**config.mk**
```make
export PLATFORM = sky130hd
export DESIGN_NAME = riscv_control_unit
export DESIGN_NICKNAME = d
export VERILOG_FILES = /design/src/rtl/riscv_control_unit.sv
export SDC_FILE = /design/constraint.sdc
export NUM_CORES = 1
export LEC_CHECK = 0
export ABC_AREA = 1
export CAP_MARGIN = 25
export CORE_MARGIN = 3
export CORE_UTILIZATION = 37
export CTS_CLUSTER_DIAMETER = 50
export DETAILED_ROUTE_END_ITERATION = 10
export PLACE_DENSITY = 0.86
export SETUP_SLACK_MARGIN = 0.5
export SLEW_MARGIN = 40
export SYNTH_ARGS = -nofsm -noshare
export SYNTH_HDL_FRONTEND = slang
export SYNTH_SLANG_ARGS = --single-unit
```
**constraint.sdc**
```tcl
create_clock -name clk -period 1.75 [get_ports clk]
set_clock_uncertainty 0.1 [all_clocks]
set_input_delay 0.35 -clock clk [delete_from_list [all_inputs] [get_ports clk]]
set_output_delay 0.35 -clock clk [all_outputs]
set_load 0.01 [all_outputs]
```
**src/rtl/riscv_control_unit.sv**
```systemverilog
// Decode-stage control unit for a 5-stage RV32I pipeline: main decoder plus
// ALU decoder, with every control registered for the ID/EX boundary.
module riscv_control_unit (
  input  logic       clk,
  input  logic       rst,
  input  logic [6:0] op,
  input  logic [2:0] funct3,
  input  logic       funct7_5,
  output logic       regwrite_d,
  output logic [1:0] resultsrc_d,
  output logic       memwrite_d,
  output logic       jump_d,
  output logic       branch_d,
  output logic [2:0] alucontrol_d,
  output logic       alusrc_d,
  output logic [1:0] immsrc_d
);

  localparam logic [6:0] OP_LW   = 7'b0000011;
  localparam logic [6:0] OP_SW   = 7'b0100011;
  localparam logic [6:0] OP_R    = 7'b0110011;
  localparam logic [6:0] OP_IALU = 7'b0010011;
  localparam logic [6:0] OP_BEQ  = 7'b1100011;
  localparam logic [6:0] OP_JAL  = 7'b1101111;

  localparam logic [1:0] ALUOP_ADD  = 2'b00;
  localparam logic [1:0] ALUOP_SUB  = 2'b01;
  localparam logic [1:0] ALUOP_FUNC = 2'b10;

  localparam logic [2:0] ALU_ADD = 3'b000;
  localparam logic [2:0] ALU_SUB = 3'b001;
  localparam logic [2:0] ALU_AND = 3'b010;
  localparam logic [2:0] ALU_OR  = 3'b011;
  localparam logic [2:0] ALU_SLT = 3'b101;

  logic       regwrite_c;
  logic [1:0] resultsrc_c;
  logic       memwrite_c;
  logic       jump_c;
  logic       branch_c;
  logic [1:0] aluop_c;
  logic       alusrc_c;
  logic [1:0] immsrc_c;
  logic [2:0] alucontrol_c;

  // Packed control word: {regwrite, resultsrc, memwrite, jump, branch,
  // alucontrol, alusrc, immsrc}
  logic [11:0] ctrl_d;
  logic [11:0] ctrl_q;

  always_comb begin
    regwrite_c  = 1'b0;
    resultsrc_c = 2'b00;
    memwrite_c  = 1'b0;
    jump_c      = 1'b0;
    branch_c    = 1'b0;
    aluop_c     = ALUOP_ADD;
    alusrc_c    = 1'b0;
    immsrc_c    = 2'b00;
    case (op)
      OP_LW: begin
        regwrite_c  = 1'b1;
        alusrc_c    = 1'b1;
        resultsrc_c = 2'b01;
      end
      OP_SW: begin
        immsrc_c   = 2'b01;
        alusrc_c   = 1'b1;
        memwrite_c = 1'b1;
      end
      OP_R: begin
        regwrite_c = 1'b1;
        aluop_c    = ALUOP_FUNC;
      end
      OP_IALU: begin
        regwrite_c = 1'b1;
        alusrc_c   = 1'b1;
        aluop_c    = ALUOP_FUNC;
      end
      OP_BEQ: begin
        immsrc_c = 2'b10;
        branch_c = 1'b1;
        aluop_c  = ALUOP_SUB;
      end
      OP_JAL: begin
        regwrite_c  = 1'b1;
        immsrc_c    = 2'b11;
        resultsrc_c = 2'b10;
        jump_c      = 1'b1;
      end
      default: ;
    endcase
  end

  // funct fields are only examined under ALUOP_FUNC, so unknowns on them
  // cannot leak into loads, stores, branches or jumps.
  always_comb begin
    alucontrol_c = ALU_ADD;
    case (aluop_c)
      ALUOP_SUB: alucontrol_c = ALU_SUB;
      ALUOP_FUNC: begin
        case (funct3)
          3'b000: begin
            // Only R-type (op[5]=1) can select sub; addi ignores bit 30.
            if (op[5] && funct7_5) alucontrol_c = ALU_SUB;
            else                   alucontrol_c = ALU_ADD;
          end
          3'b010:  alucontrol_c = ALU_SLT;
          3'b110:  alucontrol_c = ALU_OR;
          3'b111:  alucontrol_c = ALU_AND;
          default: alucontrol_c = ALU_ADD;
        endcase
      end
      default: alucontrol_c = ALU_ADD;
    endcase
  end

  always_comb begin
    ctrl_d = {regwrite_c, resultsrc_c, memwrite_c, jump_c, branch_c,
              alucontrol_c, alusrc_c, immsrc_c};
  end

  always_ff @(posedge clk) begin
    if (rst) ctrl_q <= 12'd0;
    else     ctrl_q <= ctrl_d;
  end

  assign regwrite_d   = ctrl_q[11];
  assign resultsrc_d  = ctrl_q[10:9];
  assign memwrite_d   = ctrl_q[8];
  assign jump_d       = ctrl_q[7];
  assign branch_d     = ctrl_q[6];
  assign alucontrol_d = ctrl_q[5:3];
  assign alusrc_d     = ctrl_q[2];
  assign immsrc_d     = ctrl_q[1:0];

endmodule

```
## Word-level counts from Yosys, hierarchy flattened

Cells that the tools add are included.

| storage, ports and cells | value |
|---|---|
| register bits | 12 |
| bits of input ports | 13 |
| output and inout bits | 12 |
| logic and storage cells | 28 |

| operators by class | value |
|---|---|
| equality and inequality tests | 11 |
| mux-type cells | 11 |
| reduce and logical (&&, ||, !) cells | 5 |

Operators by type and width:

| cell | count |
|---|---|
| equality test 7 x 6 -> 1 bit, second input constant | 2 |
| equality test 7 bit, second input constant | 2 |
| one-hot mux 3 bit (4 select lines) | 1 |
| one-hot mux 2 bit (2 select lines) | 2 |
| equality test 7 x 2 -> 1 bit, second input constant | 1 |
| equality test 7 x 5 -> 1 bit, second input constant | 1 |
| equality test 3 bit, second input constant | 2 |
| 2-to-1 mux 1 bit | 6 |
| one-hot mux 2 bit (3 select lines) | 1 |
| one-hot mux 3 bit (2 select lines) | 1 |
| OR reduction 4 bit | 1 |
| equality test 3 x 2 -> 1 bit, second input constant | 1 |
| zero test 3 bit | 1 |
| OR reduction 3 bit | 1 |
| equality test 2 x 1 -> 1 bit, second input constant | 1 |
| equality test 2 bit, second input constant | 1 |
| OR reduction 2 bit | 1 |
| logical AND 1 bit | 1 |

## Depth between registers and ports, before layout

Gate-level depths: netlist of the first run.

| logic depth | value |
|---|---|
| depth after elaboration | 5 |
| depth in mapped cells | 10 |
| gate-level depth less buffers | 10 |

## Worst setup path before layout of the first run

No wires, ideal clock.

| timing | value |
|---|---|
| kind | input port to flip-flop |
| start | in op[4] |
| end | reg ctrl_q[3] |
| arrival time | 1.269 ns |
| data required time | 1.592 ns |
| setup slack | 0.323 ns |
| stages | 10 |
| buffers on the path | 0 |
| path through | inv_1 -> nand2_2 -> nor2_2 -> nand2_1 -> ha_1 -> nor2_1 -> nand2_1 -> inv_1 -> nand2_1 -> nand2_1 |

| between the ends | value |
|---|---|
| word-level cells in the longest chain between the ends | 5 |
| elaborated cells on any way between the ends | 8 |
| those cells by class | 5 x eq/ne; 2 x mux; 1 x reduce/logical |

RTL lines:

| item | RTL line | text |
|---|---|---|
| from (decl) | 6 | `input logic [6:0] op,` |
| equality test 7 x 5 -> 1 bit / equality test 7 x 6 -> 1 bit (equally long branches) | 60 | `case (op)` |
| OR reduction 2 bit (no source line) | - |  |
| one-hot mux 2 bit (2 select lines) * | 60 |  |
| equality test 2 bit / equality test 2 x 1 -> 1 bit (equally long branches) | 99 | `case (aluop_c)` |
| one-hot mux 3 bit (2 select lines) * | 99 |  |
| to (signal assigned) | 125 | `else ctrl_q <= ctrl_d;` |
| to (decl) | 49 | `logic [11:0] ctrl_q;` |

Mark *: on every way between the ends. The rest lies on a longest branch, timed or not.
A chain may end at the register's enable or synchronous reset.

## Worst setup path after layout of the first run

| timing | value |
|---|---|
| start | in op[1] |
| end | reg ctrl_q[3] |

The elaborated chain is that of the path after synthesis.

==> metrics.md, run 1 <==
| Metric | Value |
|---|---|
| Initial antenna violation count | `0` |
| Largest delay contributor family on the critical path | `simple AND/OR/NAND/NOR gates` |
| Via count | `659` |
| Drt drc | `0` |
| Final setup vio count | `0` |
| First-pass GRT wire length | `2830 um` |
| Headroom to the max-slew limit | `82.4%` |
| Top sig layer | `met4` |
| # fillers | `88` |
| Worst setup margin | `0.391 ns` |
| Worst-path fanout max | `2` |
| Root Driver | `clkbuf_4` |
| CTS buffer count | `3` |
| Via/cell ratio | `5.11` |
| Net Count, Synth | `84` |
| Worst hold slack | `0.324 ns` |
| Pre-CTS setup slack | `-0.328 ns` |
| Core ar. | `1190 um2` |
| Max capacitance violation total | `0` |
| CP Cell Sequence | `buf_6 -> nand2_4 -> buf_6 -> nor2_4 -> nand2_2 -> ha_4 -> nor2_4 -> buf_4 -> nand2_1 -> nand2_1` |
| Startpoint types | `input pin` |
| Synth cell types | `13` |
| Starting density of the core | `42.2%` |
| CTS max path bufs | `2` |
| WP buf/inv | `3` |
| Die Ht | `42.8 um` |
| Status | `complete, no violations` |
| Share of layout cells above drive strength 1 | `53.9%` |
| Max reg flops | `11` |
| Dpl hpwl | `946 um` |
| Worst Tran Pin Value | `0.264 ns` |
| Minimum clock period | `1.36 ns` |
| Syn Inst Count | `69` |
| Std cell rows | `12` |
| Synth warnings | `0` |
| Met3 WL post-DR | `189 um` |
| Syn Area/Cell | `7.25 um2` |
| CTS tree | `yes` |
| Crit path DAT | `1.42 ns` |
| Sink Count | `11` |
| RSZ-0062 raised after global routing | `yes` |
| H-tree depth | `1` |
| Critical Path End Type | `flop` |
| Instance area after placement | `816 um2` |
| Nets@finish | `131` |
| Leak | `0.559 nW` |
| Critical path type | `input pin to flop` |
| Gp weighted congestion | `0.805` |
| Fin area | `968 um2` |
| Peak VDD IR | `0.290 mV` |
| Setup_tns | `0 ns` |
| Routed Antenna Nets | `0` |
| Hold WC Path Type | `input pin to flop` |
| Most frequent cells in the layout | `14 x buf_4, 13 x nand2_1, 12 x inv_1` |
| Total GRT Usage | `21.5%` |
| Multi-input gate area | `292 um2` |
| Final Hold Vio Count | `0` |
| Initial DRC count | `23` |
| Total wire length | `2000 um` |
| Die area | `1830 um2` |
| Hold buffers post-CTS | `0` |
| Reg area | `220 um2` |
| Util after Layout | `81.6%` |
| Metal1 wirelength | `645 um` |
| Register bank with the most flops | `ctrl_q` |
| Slowest stage delay, CP | `0.28 ns` |
| N_diodes | `0` |
| Mapped Area | `500 um2` |
| Vias in the first global route | `645` |
| Largest net degree at the start of global routing | `7` |
| Area growth from synthesis to layout | `93.5%` |
| DRT Pass-1 Iters | `4` |
| Maximum clock rate | `736 MHz` |
| Critical Path RT | `1.81 ns` |
| Worst path slowest cell | `ha_4` |
| Sequential share of the synthesized area | `44.0%` |
| Top Registers | `ctrl_q (11)` |
| Wire length on met2 | `1020 um` |
| Buffers on Ports | `24` |
| Wire per inst | `15.5 um` |
| Die width | `42.8 um` |
| Most common cell after layout, fill and taps aside | `buf_4` |
| Final cycle utilization of the critical path | `77.7%` |
| Synthesized flop and latch total | `11` |
| PwrDens | `560 nW/um2` |
| Total gr overflow | `0` |
| # IOs | `25` |
| Worst-path clk slew | `0.07 ns` |
| Slew Limit Fails | `0` |
==> per-layer routing <==
layer / up-vias / track usage [%]
li1: 293 / -
met1: 285 / 18.6
met2: 61 / 43.1
met3: 20 / 2.12
met4: 0 / 16.1
met5: - / 0
==> report_power, final <==
| group | total, mW | internal (mW) | switching, mW |
|---|---|---|---|
| logic | 0.121 | 0.0659 | 0.0555 |
| clock network | 0.170 | 0.0883 | 0.0814 |
| registers | 0.252 | 0.251 | 0.000267 |
==> stage by stage <==
stage	total power, mW	cells
2_1_floorplan	0.282	69
3_3_place_gp	0.332	112
3_5_place_dp	0.335	112
4_1_cts	0.521	127
5_1_grt	0.562	129
6_report	0.543	129
==> Yosys cell counts <==
cell type	n	area [um2]
ha_1	2	25.0
dfxtp_1	11	220
nor3_1	1	5.00
nor3b_2	1	12.5
nand3_1	5	25.0
nand2_2	2	12.5
buf_4	1	7.51
nor2_2	2	12.5
nor2_1	6	22.5
inv_1	16	60.1
nor3_2	2	20.0
or2_0	1	6.26
nand2_1	19	71.3
==> final timing paths <==
check                 start        end  slack, ns  cells past startpoint
worst min-delay path  op[4]  ctrl_q[2]       0.32                      3
worst max-delay path  op[1]  ctrl_q[3]       0.39                     10
==> cells by family after synthesis <==
logic type    share of synthesized area [%]
fa+ha+maj                              5.00
buf+inv                                13.5
flops                                  44.0
simple gates                           37.5
==> tightest hold or removal path, stage by stage <==
cell	delay, ns
buf_6	0.10
nand2_1	0.06
nor3b_2	0.15
==> layout make-up <==
| class | instances | area share, % |
|---|---|---|
| repair buffers | 43 | 35.7 |
| flip-flops and latches | 11 | 22.7 |
| multi-input cells | 41 | 30.1 |
| well taps | 14 | 1.81 |
| clock buffers | 4 | 2.71 |
| inverters | 16 | 6.98 |
==> timing repair <==
action	CTS	global route
pin swaps	13	12
hold endpoints to repair	0	0
resized for setup	88	17
gates cloned	0	0
endpoints found under the setup margin	22	17
setup buffers	11	2
(Power assumes the default switching activity.)
==> inputs of run 2 (changes only) <==
clock period = 1.27 ns   (was 1.75 ns; I/O delays follow)
==> metrics.md, run 2 (synthesized netlist as in run 1, its figures left out) <==
| Metric | Value |
|---|---|
| Die width | `42.8 um (unchanged)` |
| Worst-path fanout max | `3 (was 2)` |
| Status | `complete, no violations (unchanged)` |
| Initial antenna violation count | `0 (unchanged)` |
| Sink Count | `11 (unchanged)` |
| RSZ-0062 raised after global routing | `yes (unchanged)` |
| First-pass GRT wire length | `3260 um (was 2830 um)` |
| # IOs | `25 (unchanged)` |
| Std cell rows | `12 (unchanged)` |
| Nets@finish | `133 (was 131)` |
| H-tree depth | `1 (unchanged)` |
| Max reg flops | `11 (unchanged)` |
| Share of layout cells above drive strength 1 | `70.9% (was 53.9%)` |
| Total wire length | `2560 um (was 2000 um)` |
| CTS max path bufs | `2 (unchanged)` |
| Area growth from synthesis to layout | `122% (was 93.5%)` |
| Die area | `1830 um2 (unchanged)` |
| # fillers | `37 (was 88)` |
| Headroom to the max-slew limit | `86.4% (was 82.4%)` |
| Root Driver | `clkbuf_4 (unchanged)` |
| Slew Limit Fails | `0 (unchanged)` |
| Hold WC Path Type | `input pin to flop (unchanged)` |
| Maximum clock rate | `791 MHz` |
| Initial DRC count | `44 (was 23)` |
| PwrDens | `707 nW/um2 (was 560 nW/um2)` |
| Routed Antenna Nets | `0 (unchanged)` |
| Crit path DAT | `1.33 ns (was 1.42 ns)` |
| Via/cell ratio | `5.45 (was 5.11)` |
| Via count | `714 (was 659)` |
| Total gr overflow | `0 (unchanged)` |
| Buffers on Ports | `24 (unchanged)` |
| CTS tree | `yes (unchanged)` |
| Most frequent cells in the layout | `20 x buf_6, 13 x nand2_1, 9 x buf_4 (was 14 x buf_4, 13 x nand2_1, 12 x inv_1)` |
| Startpoint types | `input pin (unchanged)` |
| Core ar. | `1190 um2 (unchanged)` |
| DRT Pass-1 Iters | `4 (unchanged)` |
| Instance area after placement | `810 um2 (was 816 um2)` |
| Top Registers | `ctrl_q (11) (unchanged)` |
| Critical Path End Type | `flop (unchanged)` |
| Largest net degree at the start of global routing | `7 (unchanged)` |
| Most common cell after layout, fill and taps aside | `buf_6 (was buf_4)` |
| Setup_tns | `0 ns (unchanged)` |
| Critical Path RT | `1.34 ns (was 1.81 ns)` |
| Register bank with the most flops | `ctrl_q (unchanged)` |
| N_diodes | `0 (unchanged)` |
| Total GRT Usage | `25.3% (was 21.5%)` |
| Vias in the first global route | `691 (was 645)` |
| Dpl hpwl | `967 um (was 946 um)` |
| Worst setup margin | `0.00616 ns (was 0.391 ns)` |
| Wire per inst | `19.5 um (was 15.5 um)` |
| Minimum clock period | `1.26 ns` |
| Die Ht | `42.8 um (unchanged)` |
| Gp weighted congestion | `0.822 (was 0.805)` |
| Worst Tran Pin Value | `0.204 ns (was 0.264 ns)` |
| Worst-path clk slew | `0.07 ns (about the same)` |
| Max capacitance violation total | `0 (unchanged)` |
| Critical path type | `input pin to flop (unchanged)` |
| CTS buffer count | `3 (unchanged)` |
| Starting density of the core | `42.2% (unchanged)` |
| Pre-CTS setup slack | `-0.684 ns (was -0.328 ns)` |
| Leak | `0.579 nW (was 0.559 nW)` |
| Peak VDD IR | `0.398 mV (was 0.290 mV)` |
| Final cycle utilization of the critical path | `99.5%` |
| Fin area | `1110 um2 (was 968 um2)` |
| Final Hold Vio Count | `0 (unchanged)` |
| Final setup vio count | `0 (unchanged)` |
| Drt drc | `0 (unchanged)` |
-- run 2: cell types whose count changed in the layout (fill, tap and decap cells not counted), moves of 2 or more --
cell	change
buf_8	+2
inv_2	+5
nand3_1	-4
dfxtp_2	+6
dfxtp_1	-6
buf_6	+12
inv_1	-6
buf_4	-5
nand3_2	+4
clkbuf_2	-4
buf_2	-3
-- run 2: timing repair --
action                     4_1_cts  5_1_grt
resized for setup              119       27
hold buffers                     0        0
pin swaps                       22       16
setup endpoints to repair       23       23
buffers inserted                16        0
-- run 2: critical path: stages --
cell and delay (ns):
buf_8 0.10, inv_1 0.04, nand2_1 0.06, nor2_2 0.16
nand2_2 0.11, ha_4 0.30, nor2_4 0.04, nand2_2 0.10
inv_2 0.04, nand2_1 0.06, nand2_1 0.06
-- run 2: where the power goes --
| part | internal, mW | leakage, nW | switching, mW | total (mW) |
|---|---|---|---|---|
| Clock | 0.122 | 0.0150 | 0.123 | 0.245 |
| Combinational | 0.104 | 0.472 | 0.0902 | 0.194 |
| Sequential | 0.346 | 0.0917 | 0.000828 | 0.347 |
| Total | 0.572 | 0.579 | 0.214 | 0.786 |
-- run 2: through the flow --
step	hold slack [ns]	total power [mW]	util, %	cells
after floorplan	0.226	0.389	-	69
after global placement	0.737	0.455	68.2	111
after detailed placement	0.750	0.459	68.2	111
after CTS	0.221	0.742	86.1	131
after global routing	0.232	0.829	93.8	131
final	0.235	0.786	93.8	131
-- run 2: layout make-up --
class	instances	area [um2]	share of cell area, %
Inverter	16	70.1	6.30
Clock buffer	4	26.3	2.36
Tap cell	14	17.5	1.57
Sequential cell	11	228	20.5
Timing Repair Buffer	45	439	39.5
Multi-Input combinational cell	41	332	29.8
-- run 2: path summary, 6_finish.rpt --
kind | startpoint | end | cells past startpoint
setup / recovery | op[3] | ctrl_q[3] | 11
hold / removal | op[4] | ctrl_q[9] | 3
-- run 2: layer usage --
| metal | track usage [%] | share of wire [%] | vias up |
|---|---|---|---|
| met5 | 0 | 0 | - |
| met4 | 16.8 | 6.6 | 0 |
| met3 | 5.08 | 9.3 | 20 |
| met2 | 47.6 | 52 | 71 |
| met1 | 24.0 | 32 | 323 |
| li1 | - | - | 300 |
==> inputs of run 3 (changes only) <==
CORE_MARGIN = 5   (was 3)
SETUP_SLACK_MARGIN = not set   (was 0.5)
==> metrics.md, run 3 (synthesized netlist as in run 1, its figures left out) <==
| Metric | Value |
|---|---|
| Status | `complete, but fails checks (was complete, no violations)` |
| Failing checks | `setup timing` |
| Top Usage Layer GRT | `met2 (unchanged)` |
| Worst-path clk slew | `0.07 ns (about the same)` |
| Final Hold Vio Count | `0 (unchanged)` |
| Hold WC Path Type | `input pin to flop (unchanged)` |
| Worst hold slack | `0.269 ns (was 0.235 ns)` |
| CTS tree | `yes (unchanged)` |
| Via/cell ratio | `4.67 (was 5.45)` |
| Hold depth | `4 (was 3)` |
| Slew Limit Fails | `0 (unchanged)` |
| CTS buffer count | `3 (unchanged)` |
| Final cycle utilization of the critical path | `100% (was 99.5%)` |
| Headroom to the max-slew limit | `83.6% (was 86.4%)` |
| DRT Pass-1 Iters | `4 (unchanged)` |
| Critical path type | `input pin to flop (unchanged)` |
| Maximum clock rate | `784 MHz (was 791 MHz)` |
| Nets@finish | `134 (was 133)` |
| Multi-input gate area | `277 um2 (was 332 um2)` |
| Gp weighted congestion | `0.801 (was 0.822)` |
| H-tree depth | `1 (unchanged)` |
| PwrDens | `733 nW/um2 (was 707 nW/um2)` |
| # IOs | `25 (unchanged)` |
| Max capacitance violation total | `0 (unchanged)` |
| Reg area | `220 um2 (was 228 um2)` |
| Combinational share of power | `20.4% (was 24.7%)` |
| Worst-path fanout max | `3 (unchanged)` |
| Max reg flops | `11 (unchanged)` |
| Share of layout cells above drive strength 1 | `44.9% (was 70.9%)` |
| Most frequent cells in the layout | `23 x buf_4, 14 x nand2_1, 12 x dlygate4sd2_1 (was 20 x buf_6, 13 x nand2_1, 9 x buf_4)` |
| # fillers | `94 (was 37)` |
| Total GRT Usage | `16.4% (was 25.3%)` |
| Die Ht | `46.8 um (was 42.8 um)` |
| Die area | `2190 um2 (was 1830 um2)` |
| Initial antenna violation count | `0 (unchanged)` |
| Starting density of the core | `38.9% (was 42.2%)` |
| First-pass GRT wire length | `2460 um (was 3260 um)` |
| Most common cell after layout, fill and taps aside | `buf_4 (was buf_6)` |
| Minimum clock period | `1.28 ns (was 1.26 ns)` |
| Met1 Track Usage GR | `16.9% (was 24.0%)` |
| CTS max path bufs | `2 (unchanged)` |
| Root Driver | `clkbuf_4 (unchanged)` |
| Total gr overflow | `0 (unchanged)` |
| Core ar. | `1280 um2 (was 1190 um2)` |
| Peak VDD IR | `0.286 mV (was 0.398 mV)` |
| Hold buffers post-CTS | `0 (unchanged)` |
| Routed Antenna Nets | `0 (unchanged)` |
| Sw Share | `24.3% (was 27.2%)` |
| Wire per inst | `13.4 um (was 19.5 um)` |
| Worst Tran Pin Value | `0.246 ns (was 0.204 ns)` |
| Area growth from synthesis to layout | `97.7% (was 122%)` |
| Startpoint types | `input pin (unchanged)` |
| Util after Layout | `77.0% (was 93.8%)` |
| Crit path DAT | `1.39 ns (was 1.33 ns)` |
| Drt drc | `0 (unchanged)` |
| Register bank with the most flops | `ctrl_q (unchanged)` |
| Pint | `0.549 mW (was 0.572 mW)` |
| Std cell rows | `13 (was 12)` |
| Critical Path End Type | `flop (unchanged)` |
| Buffers on Ports | `24 (unchanged)` |
| Sink Count | `11 (unchanged)` |
| Dpl hpwl | `935 um (was 967 um)` |
| GR Util met2 | `28.7% (was 47.6%)` |
| Die width | `46.8 um (was 42.8 um)` |
| Vias in the first global route | `592 (was 691)` |
| Critical Path RT | `1.38 ns (was 1.34 ns)` |
| Total wire length | `1780 um (was 2560 um)` |
| Largest net degree at the start of global routing | `7 (unchanged)` |
| Top Registers | `ctrl_q (11) (unchanged)` |
| N_diodes | `0 (unchanged)` |
| Reg power frac | `47.8% (was 44.2%)` |
| Net Sw Power | `0.177 mW (was 0.214 mW)` |
| Clock power frac | `31.8% (was 31.1%)` |
| Initial DRC count | `19 (was 44)` |
| Worst setup margin | `-0.00595 ns (was 0.00616 ns)` |
| Final setup vio count | `1 (was 0)` |
| Via count | `621 (was 714)` |
| GR met3 Demand/Resource | `1.92% (was 5.08%)` |
| Leak | `0.583 nW (was 0.579 nW)` |
-- run 3: timing repair --
| item | CTS | global route |
|---|---|---|
| endpoints found under the setup margin | 15 | 2 |
| resized for setup | 46 | 19 |
| hold endpoints to repair | 0 | 0 |
| pin swaps | 9 | 12 |
| buffers inserted | 12 | 3 |
-- run 3: final cells by class --
class / count / share of cell area [%]
multi-input combinational: 41 / 27.9
tap: 15 / 1.90
sequential: 11 / 22.3
timing repair buffer: 46 / 38.7
inverter: 16 / 6.57
clock buffer: 4 / 2.65
-- run 3: metal layers --
layer | vias up | routed length, um
met4 | 0 | 70
met3 | 8 | 84
met2 | 25 | 943
li1 | 304 | -
met5 | - | 0
met1 | 284 | 685
-- run 3: power by group through the flow --
stage	registers [mW]	clock network (mW)	logic [mW]
after floorplan	0.355	0	0.0305
after global placement	0.355	0	0.0971
after detailed placement	0.355	0	0.100
after CTS	0.347	0.235	0.117
after global routing	0.346	0.251	0.159
final	0.347	0.231	0.148
-- run 3: path summary, 6_finish.rpt --
kind / from / endpoint / slack, ns
worst min-delay path: op[4] / ctrl_q[9] / 0.27
worst max-delay path: op[2] / ctrl_q[3] / -0.006
-- run 3: critical path, stage by stage --
cell and delay, ns:
buf_4 0.13, inv_2 0.05, nand2_2 0.06, nor2_4 0.12, nand2_2 0.10, buf_6 0.13
buf_4 0.12, buf_4 0.12, inv_2 0.04, ha_2 0.15, nand2_1 0.05, nand2_1 0.05
-- run 3: through the flow --
stage / setup TNS, ns / area [um2] / worst slack (ns) / cells / power [mW]
6_report: -0.00595 / 990 / -0.00595 / 133 / 0.726
4_1_cts: 0 / 900 / 0.00208 / 130 / 0.698
5_1_grt: -0.107 / 990 / -0.0557 / 133 / 0.757
2_1_floorplan: -0.000263 / 503 / -0.000263 / 69 / 0.386
3_5_place_dp: -2.92 / 807 / -0.620 / 114 / 0.455
3_3_place_gp: -2.62 / 807 / -0.555 / 114 / 0.452
